===== src/rtl/intersection_phase_scheduler.sv =====
// Two-way intersection sequencer: green/yellow/all-red phases with pedestrian walk and manual override.
// State updates one clk after a tick or override change; lamps decode the phase register combinationally.
module intersection_phase_scheduler #(
   parameter int TICK_DIV = 100_000_000,
   parameter int GREEN_T  = 9,
   parameter int YELLOW_T = 3,
   parameter int ALLRED_T = 1,
   parameter int PED_T    = 3,
   parameter int WALK_T   = 5
) (
   input  logic       clk,
   input  logic       reset,
   input  logic       manual_override,
   input  logic [1:0] manual_state,
   input  logic       ped_req,
   output logic       ns_r,
   output logic       ns_y,
   output logic       ns_g,
   output logic       ew_r,
   output logic       ew_y,
   output logic       ew_g,
   output logic       ped_walk,
   output logic [2:0] phase,
   output logic [3:0] time_remaining
);

   typedef enum logic [2:0] {
      NS_G   = 3'd0,
      NS_Y   = 3'd1,
      AR_A   = 3'd2,
      EW_G   = 3'd3,
      EW_Y   = 3'd4,
      AR_B   = 3'd5,
      MANUAL = 3'd6
   } phase_t;

   localparam int DIV_W = $clog2(TICK_DIV);

   phase_t           phase_q, phase_d, succ;
   logic [3:0]       tr_q, tr_d;
   logic [DIV_W-1:0] div_q, div_d;
   logic             ped_pending, pend_d, pend_clr;
   logic             walk_d;
   logic [1:0]       mstate_q;
   logic             tick;

   assign tick           = (div_q == DIV_W'(TICK_DIV - 1));
   assign phase          = phase_q;
   assign time_remaining = tr_q;

   function automatic logic [3:0] dur(input phase_t p);
      case (p)
         NS_G, EW_G: dur = 4'(GREEN_T);
         NS_Y, EW_Y: dur = 4'(YELLOW_T);
         default:    dur = 4'(ALLRED_T);
      endcase
   endfunction

   always_ff @(posedge clk or negedge reset) begin
      if (!reset) begin
         phase_q     <= AR_B;
         tr_q        <= 4'(ALLRED_T);
         div_q       <= '0;
         ped_pending <= 1'b0;
         ped_walk    <= 1'b0;
         mstate_q    <= 2'b00;
      end else begin
         phase_q     <= phase_d;
         tr_q        <= tr_d;
         div_q       <= div_d;
         ped_pending <= pend_d;
         ped_walk    <= walk_d;
         mstate_q    <= manual_state;
      end
   end

   always_comb begin
      phase_d  = phase_q;
      tr_d     = tr_q;
      walk_d   = ped_walk;
      div_d    = div_q + DIV_W'(1);
      pend_clr = 1'b0;
      case (phase_q)
         NS_G:    succ = NS_Y;
         NS_Y:    succ = AR_A;
         AR_A:    succ = EW_G;
         EW_G:    succ = EW_Y;
         EW_Y:    succ = AR_B;
         default: succ = NS_G;
      endcase

      if (manual_override) begin
         phase_d = MANUAL;
         tr_d    = 4'd0;
         walk_d  = 1'b0;
         div_d   = '0;
      end else if (phase_q == MANUAL) begin
         // Leaving override always restarts from a plain all-red with a fresh divider.
         phase_d = AR_B;
         tr_d    = 4'(ALLRED_T);
         div_d   = '0;
      end else if (tick) begin
         div_d = '0;
         if (tr_q == 4'd1) begin
            phase_d = succ;
            tr_d    = dur(succ);
            walk_d  = 1'b0;
            if ((succ == AR_A || succ == AR_B) && ped_pending) begin
               tr_d     = 4'(WALK_T);
               walk_d   = 1'b1;
               pend_clr = 1'b1;
            end
         end else if ((phase_q == NS_G || phase_q == EW_G) && ped_pending &&
                      tr_q > 4'(PED_T)) begin
            tr_d = 4'(PED_T);
         end else begin
            tr_d = tr_q - 4'd1;
         end
      end

      // A new press wins over the clear from walk service on the same edge.
      pend_d = ped_req | (ped_pending & ~pend_clr);
   end

   always_comb begin
      ns_r = 1'b1;
      ns_y = 1'b0;
      ns_g = 1'b0;
      ew_r = 1'b1;
      ew_y = 1'b0;
      ew_g = 1'b0;
      case (phase_q)
         NS_G: begin ns_r = 1'b0; ns_g = 1'b1; end
         NS_Y: begin ns_r = 1'b0; ns_y = 1'b1; end
         EW_G: begin ew_r = 1'b0; ew_g = 1'b1; end
         EW_Y: begin ew_r = 1'b0; ew_y = 1'b1; end
         MANUAL: begin
            case (mstate_q)
               2'b01:   begin ns_r = 1'b0; ns_g = 1'b1; end
               2'b10:   begin ew_r = 1'b0; ew_g = 1'b1; end
               2'b11:   begin ns_r = 1'b0; ns_y = 1'b1; ew_r = 1'b0; ew_y = 1'b1; end
               default: ;
            endcase
         end
         default: ;
      endcase
   end

endmodule


===== config.mk =====
export PLATFORM = sky130hd
export DESIGN_NAME = intersection_phase_scheduler
export DESIGN_NICKNAME = d
export VERILOG_FILES = /design/src/rtl/intersection_phase_scheduler.sv
export SDC_FILE = /design/constraint.sdc
export NUM_CORES = 1
export LEC_CHECK = 0
export BUFFER_PORTS_ARGS = -buffer_cell sky130_fd_sc_hd__buf_2
export CORE_MARGIN = 8
export CORE_UTILIZATION = 59
export CTS_CLUSTER_DIAMETER = 60
export CTS_CLUSTER_SIZE = 28
export DETAILED_ROUTE_END_ITERATION = 10
export GPL_TIMING_DRIVEN = 0
export PLACE_DENSITY_LB_ADDON = 0.1
export SLEW_MARGIN = 20
export SYNTH_ARGS = -nofsm -noshare
export SYNTH_HDL_FRONTEND = slang
export SYNTH_SLANG_ARGS = --single-unit

===== constraint.sdc =====
create_clock -name clk -period 2.4 [get_ports clk]
set_input_delay 0.12 -clock clk [delete_from_list [all_inputs] [get_ports clk]]
set_output_delay 0.12 -clock clk [all_outputs]
set_load 0.01 [all_outputs]

# Word-level counts from Yosys, hierarchy flattened
# Index checks and enable logic that the tools add are counted.
# W data, S select, Z words.
# op_classes
bitwise,3
reduce_logical,19
n_eq_ne,16
n_mux,35
add_sub_neg,2
n_lt_le_gt_ge,1
# op_table
cell,n
$mux W27,3
$add A27 B1 Y27 const B,1
$eq A27 B27 Y1 const B,1
$mux W4,6
$pmux W3 S5,1
$mux W1,14
$eq A3 B2 Y1 const B,4
$eq A3 B3 Y1 const B,4
$mux W3,4
$pmux W1 S2,6
$reduce_or A2 Y1,6
$pmux W4 S2,1
$eq A3 B1 Y1 const B,2
$logic_not A3 Y1,2
$reduce_bool A3 Y1,2
$eq A2 B2 Y1 const B,2
$eq A4 B1 Y1 const B,1
$gt A4 B2 Y1 const B,1
$reduce_bool A2 Y1,2
$sub A4 B1 Y4 const B,1
$logic_and A1 B1 Y1,3
$reduce_and A3 Y1,1
$eq A2 B1 Y1 const B,1
$logic_or A1 B1 Y1,2
other kinds (5),5
# totals
word_cells,82
ff_bits,38
out_inout_bits,14

# Longest topological paths before layout
# Gate-level depths: netlist (run 1).
# depth
word_depth,13
depth_mapped,7
ltp_nobuf,6

# Worst setup path before layout (run 1)
# Ideal clock, no wire load.
# synth_timing
path_kind,reg-to-reg
startpoint,"register tr_q[0], in the netlist time_remaining[0]"
endpoint,"register phase_q[2], in the netlist phase[2]"
required_ns,2.318
setup_slack_ns,0.447
arrival_ns,1.871
path_stages_with_launch,6
path_buffers,0
setup_time_ns,0.082
path_cell_list,dfstp_2 -> ha_1 -> nor3b_1 -> nand2_1 -> o31a_1 -> a211o_1
# synth_via
elab_chain_cells,3
# synth_lines
item,line_no,rtl
start: declaration,40,"logic [3:0] tr_q, tr_d;"
start signal: assignment,62,tr_q <= 4'(ALLRED_T);
start signal: assignment,69,tr_q <= tr_d;
$eq A4 B1 Y1,104,if (tr_q == 4'd1) begin
$reduce_bool A3 Y1 (no line),-,
$reduce_and A2 Y1 (no line),-,
end signal: assignment,68,phase_q <= phase_d;
end: declaration,39,"phase_t phase_q, phase_d, succ;"
# No other way between the ends.
# A chain may end at the register's enable or synchronous reset.

# Worst setup path after layout (run 1)
# Same ends and word-level chain as after synthesis.

==> results.cfg, run 1 <==
[worst_setup_path]
cp-startpoint = time_remaining[0]
r2r_slack_ps = 160
cpPeakStageDelay_ps = 630
end_kind = flop
cp.arrival_ps = 2460
crit_chain = ha_1 > nor3b_1 > nand2_1 > o31a_1 > a211o_1
worstPathRequired_ps = 2620
r2r-start = time_remaining[0]
cp-start-kind = flop
worstSetupPathType = reg -> reg
reg2reg_to = phase[2]
slowest_stage = nor3b_1
r2r_cells = 5
cp_max_fo = 7

[floorplanning]
initial_core_util_pct = 60.8
dieArea_um2 = 5960
io_pins = 20
rows = 22
die_w_um = 77.2
fp.dieH_um = 77.2
core_um2 = 3630

[final_layout]
stdcell_area_um2 = 2490
area_delta_synth_final_pct = 12.7
layout_commonest_cell = dfrtp_1
seqCellArea_um2 = 955
multi_input_area_um2 = 1160
n_fill_cell = 320
diodes = 0
drive_gt1_share_pct = 15.6
layout_common_cells = dfrtp_1 (35), nor2_1 (23), buf_2 (22)
nets = 284

[worst_hold_path]
hold_path_end = time_remaining[0]
min_delay_path_depth = 2
min_from = manual_override
hp-class = in -> reg

[route]
firstDrtPassIters = 4
dr_wl_met2_um = 2300
wl_met1_um = 2330
ant_nets = 0
drc = 0
top_layer_used = met4
drtIter0Drc = 110
viasPerCell = 6.02
routed_wl_um = 5000
route.met3.wl_um = 230
wl_per_cell_um = 15.4
dr_total_vias = 1949

[timing]
maxSlewHeadroom_pct = 43.3
finalClockSkew_ps = 9.02
fin_crit_ps = 2240
final_hold_viol_count = 0
fin_setup_tns_ps = 0
rsz0062_at_grt = no
fin_crit_sh_pct = 93.2
slew_violations = 0
tightestPinTransition_ps = 851
setup_viol = 0
fmax_mhz = 447

[power_and_ir_drop]
irDropWorstVdd_mv = 0.387
p_leak_nw = 0.990
powerDensity_nw_per_um2 = 505

[global_route]
overflow = 0
grt_pass1_wl_um = 8970
grt_pass1_vias = 1927
antenna_found_initial = 0
grt_max_degree = 39
grt_usage_pct = 18.2

[clock_network]
clock-sinks = 38
cts_tree = done
path_clk_slew_ps = 70
cts_root_buf = clkbuf_8
clock_path_buffers = 2
clock_latency_ps = 290
cts_max_level = 2
cts-buffers-inserted = 5

[synthesis]
synth_nets = 255
synth-seq-cells = 38
yosys_warnings = 0
syn_avg_cell_area_um2 = 8.98
synthCells = 246
async_flop_share_pct = 100
syn_area_um2 = 2210
synth.distinct_cells = 54
synth_edf_count = 0
ys_seq_area_share_pct = 43.2
synthFlopType = dfrtp_1

[placement]
port_buffers = 19
dp_hpwl_um = 3550
place_area_um2 = 2360
place_congestion = 0.807

[outcome]
outcome = finished, final reports clean

[run]
drv_cap = 0
==> cell families (layout without fill, tap and decap cells) <==
logic type | Yosys count | after routing | synth area share (%)
simple gates | 112 | 112 | 28.0
compound gates | 56 | 56 | 16.9
flops | 38 | 38 | 43.2
buf+inv | 23 | 53 | 4.48
xor+xnor | 13 | 13 | 5.16
fa+ha+maj | 3 | 3 | 1.70
mux | 1 | 1 | 0.453
==> through the flow <==
| stage | setup slack (ps) | hold WS, ps | utilization [%] | power [W] | instances |
|---|---|---|---|---|---|
| floorplan | 447 | -176 | - | 0.000765 | 246 |
| global placement | 162 | 228 | 65.0 | 0.000821 | 313 |
| detailed placement | 143 | 230 | 65.0 | 0.000822 | 313 |
| CTS | 106 | 6.31 | 68.4 | 0.00128 | 324 |
| global route | 2.66 | 10.4 | 68.5 | 0.00132 | 324 |
| finish | 163 | 25.2 | 68.5 | 0.00126 | 324 |
==> layer usage <==
layer / GRT usage (%) / up-vias
met3: 5.71 / 12
met1: 21.3 / 916
met5: 0 / -
met2: 29.7 / 45
met4: 8.49 / 0
li1: - / 976
==> critical path, delay by kind of cell (launching register included) <==
family / cells / cell delay, ps
AO/OA/AOI/OAI: 2 / 550
flip-flops: 1 / 590
adder cells (fa/ha/maj): 1 / 230
AND/OR/NAND/NOR: 2 / 800
==> registers in the layout, summed over array words and instances (netlist names) <==
signal and flops:
phase 3, mstate_q 2, div_q 27, time_remaining 4
ped_pending 1, ped_walk 1
==> worst max path at each step <==
stage,cells past startpoint,to,slack [ps]
6_report,5,phase[2],160
2_1_floorplan,5,phase[2],450
4_1_cts,7,div_q[2],110
3_3_place_gp,7,div_q[20],160
5_1_grt,6,ped_pending,3
3_5_place_dp,7,div_q[25],140
==> final cells by class <==
| class | instances | share of cell area, % |
|---|---|---|
| Buffer | 16 | 2.92 |
| Clock buffer | 7 | 3.47 |
| Clock inverter | 1 | 0.201 |
| Inverter | 7 | 1.06 |
| Multi-Input combinational cell | 185 | 46.6 |
| Sequential cell | 38 | 38.4 |
| Tap cell | 48 | 2.41 |
| Timing Repair Buffer | 22 | 5.03 |
==> report_power, final <==
group / total (W) / internal (W) / switching, W
sequential: 0.000665 / 0.000653 / 0.0000120
clock: 0.000442 / 0.000231 / 0.000211
combinational: 0.000149 / 0.0000532 / 0.0000957
==> synthesized netlist by cell type, drive strengths merged, types with 2 or more instances <==
master	count	area [um^2]
a21oi	18	90.1
a311oi	3	26.3
a31o	2	17.5
a31oi	2	12.5
and2	2	12.5
and3	5	31.3
and4	2	18.8
buf	4	26.3
clkbuf	12	46.3
dfrtp	35	876
dfstp	3	78.8
ha	3	37.5
inv	7	26.3
nand2	20	75.1
nand2b	5	31.3
nand3	8	40.0
nand3b	2	15.0
nand4	16	106
nor2	23	86.3
nor3	2	10.0
nor4	6	37.5
o211ai	2	15.0
o21ai	9	45.0
o311ai	2	17.5
o31ai	9	67.6
or2	2	12.5
or3	6	40.0
or4	8	61.3
xnor2	3	26.3
xor2	10	87.6
==> what timing repair did <==
item | 4_1_cts | 5_1_grt
hold buffers | 3 | 0
endpoints found under the setup margin | 0 | 20
gates resized for setup | 0 | 1
hold endpoints to repair | 37 | 0
buffers inserted | 0 | 0
Note: power is estimated with default switching activity, not from simulation.
==> run 2, diff against run 1 <==
ABC_AREA = 1   (was default)
CORE_UTILIZATION = 60   (was 59)
==> run 2 against run 1 <==
  * Area after synthesis up 11%
  * Synthesized cell count up 37%
  * Largest power group unchanged
  * Maximum frequency up 30%
  * Via count up 12%
  * Sequential share of layout area down 3.4 points
  * Core utilization up 0.35 points
  * Clock skew down 1.1 ps
==> results.cfg, run 2 <==
[outcome]
outcome = finished, final reports clean

[timing]
maxSlewHeadroom_pct = 44.2
fin_setup_tns_ps = 0
layout_setup_ws_ps = 677
finalClockSkew_ps = 7.89
fmax_mhz = 580
fin_crit_sh_pct = 71.8
slew_violations = 0
final_hold_viol_count = 0
rsz0062_at_grt = no
setup_viol = 0
fin_crit_ps = 1720
tightestPinTransition_ps = 836

[clock_network]
cts_root_buf = clkbuf_8
cts-buffers-inserted = 5
cts-resized-gates = 0
clock_path_buffers = 2
postCtsSetupRepairBufs = 0
clock_latency_ps = 290
postCtsHoldBufs = 3
cts_max_level = 2
clock-sinks = 38
cts_tree = done
path_clk_slew_ps = 80

[synthesis]
synthCells = 338
synth_common_cells = nand2_1 (95), nor2_1 (74), dfrtp_1 (35)
synth_top_cell_by_area = dfrtp_1
yosys_warnings = 0
ys_seq_area_share_pct = 38.9
synth_most_common_cell = nand2_1
synthFlopType = dfrtp_1
synth_top_area_share_pct = 35.7
synth_edf_count = 0
async_flop_share_pct = 100
synth.distinct_cells = 33
synth.area.top_cells = dfrtp_1 (36%), nand2_1 (15%), nor2_1 (11%)
syn_area_um2 = 2450
syn_avg_cell_area_um2 = 7.25
synth_nets = 347
synth-seq-cells = 38

[floorplanning]
initial_core_util_pct = 61.7
dieArea_um2 = 6390
fp.dieH_um = 79.9
core_um2 = 3970
io_pins = 20
rows = 23
die_w_um = 79.9

[worst_setup_path]
slowest_stage = dfstp_2
cp_max_fo = 6
cp-start-kind = flop
worstSetupPathType = reg -> out
worstPathRequired_ps = 2280
path_buf_inv = 3
worst_path_dominant_cell_family = flip-flops
cpPeakStageDelay_ps = 590
end_kind = output pin
cp.arrival_ps = 1600
cpMostUsedCell = inv_2
crit_chain = inv_2 > nor2_4 > inv_2 > o31ai_1 > buf_2

[final_layout]
utilization_pct = 68.8
nets = 376
area_delta_synth_final_pct = 11.5
diodes = 0
drive_gt1_share_pct = 19.6
final_cells = 418
largest_register_ffs = 27
layout_commonest_cell = nand2_1
regMostFlops = div_q
layout_common_cells = nand2_1 (95), nor2_1 (74), dfrtp_1 (35)

[global_route]
antenna_found_initial = 0
grt_usage_pct = 18.8
grt_max_degree = 39
overflow = 0
grt_pass1_vias = 2170
grt_pass1_wl_um = 9710

[placement]
post-place-ws_ps = 785
port_buffers = 19
place_inst = 407
place_congestion = 0.936
dp_hpwl_um = 4220

[route]
dr_total_vias = 2187
ant_nets = 0
viasPerCell = 5.23
routed_wl_um = 5530
wl_per_cell_um = 13.2
drtIter0Drc = 184
firstDrtPassIters = 5
drc = 0

[worst_hold_path]
hp-class = in -> reg

[power_and_ir_drop]
power_w = 0.00185
irDropWorstVdd_mv = 0.579
p_leak_nw = 1.26
powerDensity_nw_per_um2 = 678

[run]
drv_cap = 0
## run 2: through the flow
step / area (um^2) / hold WS, ps
6_report: 2730 / 3.25
5_1_grt: 2730 / 12.4
4_1_cts: 2730 / 0.408
3_5_place_dp: 2610 / 229
3_3_place_gp: 2610 / 228
2_1_floorplan: 2450 / -176
## run 2: layout make-up
cell class | instances | area, um^2
Buffer | 3 | 33.8
Fill cell | 341 | 1240
Clock inverter | 2 | 12.5
Inverter | 32 | 125
Multi-Input combinational cell | 265 | 1340
Sequential cell | 38 | 955
Tap cell | 50 | 62.6
Clock buffer | 6 | 82.6
Timing Repair Buffer | 22 | 125
## run 2: cells by family (layout without fill, tap and decap cells)
logic type	count (synthesis)	in the layout	share of synthesized area (%)
simple gates	235	235	45.5
flops	38	38	38.9
buf+inv	35	65	6.48
compound gates	17	17	3.93
xor+xnor	10	10	3.57
fa+ha+maj	3	3	1.53
## run 2: layer usage
| layer | track usage, % | routed length [um] | vias up |
|---|---|---|---|
| li1 | - | - | 1122 |
| met1 | 25.4 | 2630 | 1013 |
| met2 | 29.4 | 2630 | 48 |
| met3 | 4.28 | 221 | 4 |
| met4 | 4.36 | 44 | 0 |
| met5 | 0 | 0 | - |
## run 2: worst reg2reg max path, cell delays in order (launching register included)
cell and delay, ps:
dfrtp_1 400, ha_1 250, nand3_4 120, nor2_4 170, nand2_1 170, nor2_1 210, nand3_1 100, nand2_1 80
nor2_1 40
## run 2: final timing paths
path                          start     endpoint  slack, ps  depth (start not counted)
max                        phase[2]         ew_g        680                          5
min                         ped_req  ped_pending          3                          3
max reg2reg                div_q[0]    div_q[26]        780                          8
min reg2reg                ped_walk     ped_walk        480                          2
max in group asynchronous     reset  mstate_q[1]       1400                          2
min in group asynchronous     reset     div_q[6]        470                          2
## run 2: power by group
group / switching (W) / internal [W] / total, W
clock network: 0.000226 / 0.000231 / 0.000456
logic: 0.000393 / 0.000229 / 0.000623
registers: 0.0000678 / 0.000706 / 0.000774
==> run 3, diff against run 2 <==
CORE_UTILIZATION = 54   (was 60)
clock period = 1.5 ns   (was 2.4 ns; I/O delays follow)
==> run 3 against run 2 <==
  * The flow now finishes with violations (setup timing)
  * First-iteration DRC count increased by 4.3%
  * Combinational power increased by 140%
  * Non-clock buffer count increased by 36
  * Cell count increased by 9.1%
==> results.cfg, run 3 (same netlist as run 2, synthesis figures left out) <==
[timing]
fin_crit_sh_pct = 107
tightestPinTransition_ps = 847
setup_viol = 19
slew_violations = 0
fin_crit_ps = 1610
maxSlewHeadroom_pct = 43.5
finalClockSkew_ps = 11.3
rsz0062_at_grt = yes
final_hold_viol_count = 0
fin_setup_tns_ps = -710
fmax_mhz = 622
layout_setup_ws_ps = -108

[worst_setup_path]
crit_chain = inv_4 > nor2_4 > inv_4 > o31ai_2 > buf_2
worst_path_dominant_cell_family = flip-flops
cpPeakStageDelay_ps = 560
cpMostUsedCell = inv_4
worstPathRequired_ps = 1420
path_buf_inv = 3
end_kind = output pin
worstSetupPathType = reg -> out
cp.depth = 5
cp-start-kind = flop
r2r_slack_ps = -60
cp_max_fo = 4
r2r_cells = 10
cp.arrival_ps = 1530
slowest_stage = dfstp_2

[route]
viasPerCell = 5.30
routed_wl_um = 6790
ant_nets = 0
firstDrtPassIters = 6
dr_total_vias = 2419
drtIter0Drc = 192
drc = 0
wl_per_cell_um = 14.9

[floorplanning]
dieArea_um2 = 6950
fp.dieH_um = 83.4
core_um2 = 4350
initial_core_util_pct = 56.3
die_w_um = 83.4
io_pins = 20
rows = 24

[outcome]
violations = setup timing
outcome = finished, violations left

[power_and_ir_drop]
irDropWorstVdd_mv = 0.980
power_w = 0.00368
p_leak_nw = 1.55
powerDensity_nw_per_um2 = 1100

[final_layout]
layout_commonest_cell = nand2_1
largest_register_ffs = 27
multi_input_area_um2 = 1570
layout_common_cells = nand2_1 (79), nor2_1 (54), dfrtp_1 (34)
diodes = 0
seqCellArea_um2 = 956
stdcell_area_um2 = 3330
regMostFlops = div_q
drive_gt1_share_pct = 39.1
utilization_pct = 76.6
n_fill_cell = 311
nets = 412
area_delta_synth_final_pct = 36.0

[clock_network]
path_clk_slew_ps = 70
clock_path_buffers = 2
cts-buffers-inserted = 5
clock_latency_ps = 290
cts_max_level = 2
clock-sinks = 38
cts_tree = done
cts_root_buf = clkbuf_8

[placement]
post-place-ws_ps = -106
place_congestion = 0.899
place_area_um2 = 2610
port_buffers = 19
dp_hpwl_um = 4290

[run]
drv_cap = 0

[worst_hold_path]
min_delay_path_depth = 4
hp-class = in -> reg

[global_route]
grt_pass1_vias = 2157
grt_usage_pct = 17.5
grt_max_degree = 39
grt_pass1_wl_um = 10100
antenna_found_initial = 0
overflow = 0
[run 3: final timing paths]
check                           startpoint   endpoint
hold / removal             manual_override   phase[0]
setup / recovery                  phase[2]       ew_g
setup reg to reg                  phase[0]   phase[1]
hold reg to reg                   ped_walk   ped_walk
max in group asynchronous            reset   phase[1]
min in group asynchronous            reset  div_q[16]
[run 3: timing repair]
action / in CTS / in global routing
gates cloned: 1 / 2
hold buffers: 4 / 0
setup endpoints to repair: 37 / 42
pin swaps: 2 / 21
endpoints found under the hold margin: 38 / 0
setup buffers: 13 / 19
gates resized for setup: 7 / 74
[run 3: worst reg2reg max path: stages, from the launching register on]
cell	delay, ps
dfstp_2	600
inv_2	80
nand2_4	70
nor2_4	60
inv_4	110
nand2_8	80
inv_8	90
nand2_8	80
buf_12	160
nand3_2	60
nand2_1	50
[run 3: power breakdown]
| part | internal (W) | switching, W | total [W] |
|---|---|---|---|
| Sequential | 0.00113 | 0.000118 | 0.00125 |
| Clock | 0.000542 | 0.000367 | 0.000909 |
| Combinational | 0.000651 | 0.000871 | 0.00152 |
| Total | 0.00233 | 0.00136 | 0.00368 |
[run 3: final cells by class]
type	count	area share [%]
timing repair buffer	58	13.4
inverter	32	4.05
tap	52	1.95
buffer	3	1.39
clock inverter	1	0.901
sequential	38	28.7
clock buffer	7	2.59
multi-input combinational	265	47.0
[run 3: through the flow]
stage | instances | hold WS (ps)
4_1_cts | 435 | 77.2
3_3_place_gp | 409 | 185
2_1_floorplan | 338 | -221
6_report | 456 | 89.4
5_1_grt | 456 | 109
3_5_place_dp | 409 | 185
[run 3: layer usage]
layer / wire, um / vias up / GRT usage (%)
li1: - / 1190 / -
met1: 2900 / 1138 / 22.9
met2: 3390 / 81 / 27.7
met3: 396 / 10 / 3.71
met4: 107 / 0 / 5.75
met5: 0 / - / 0
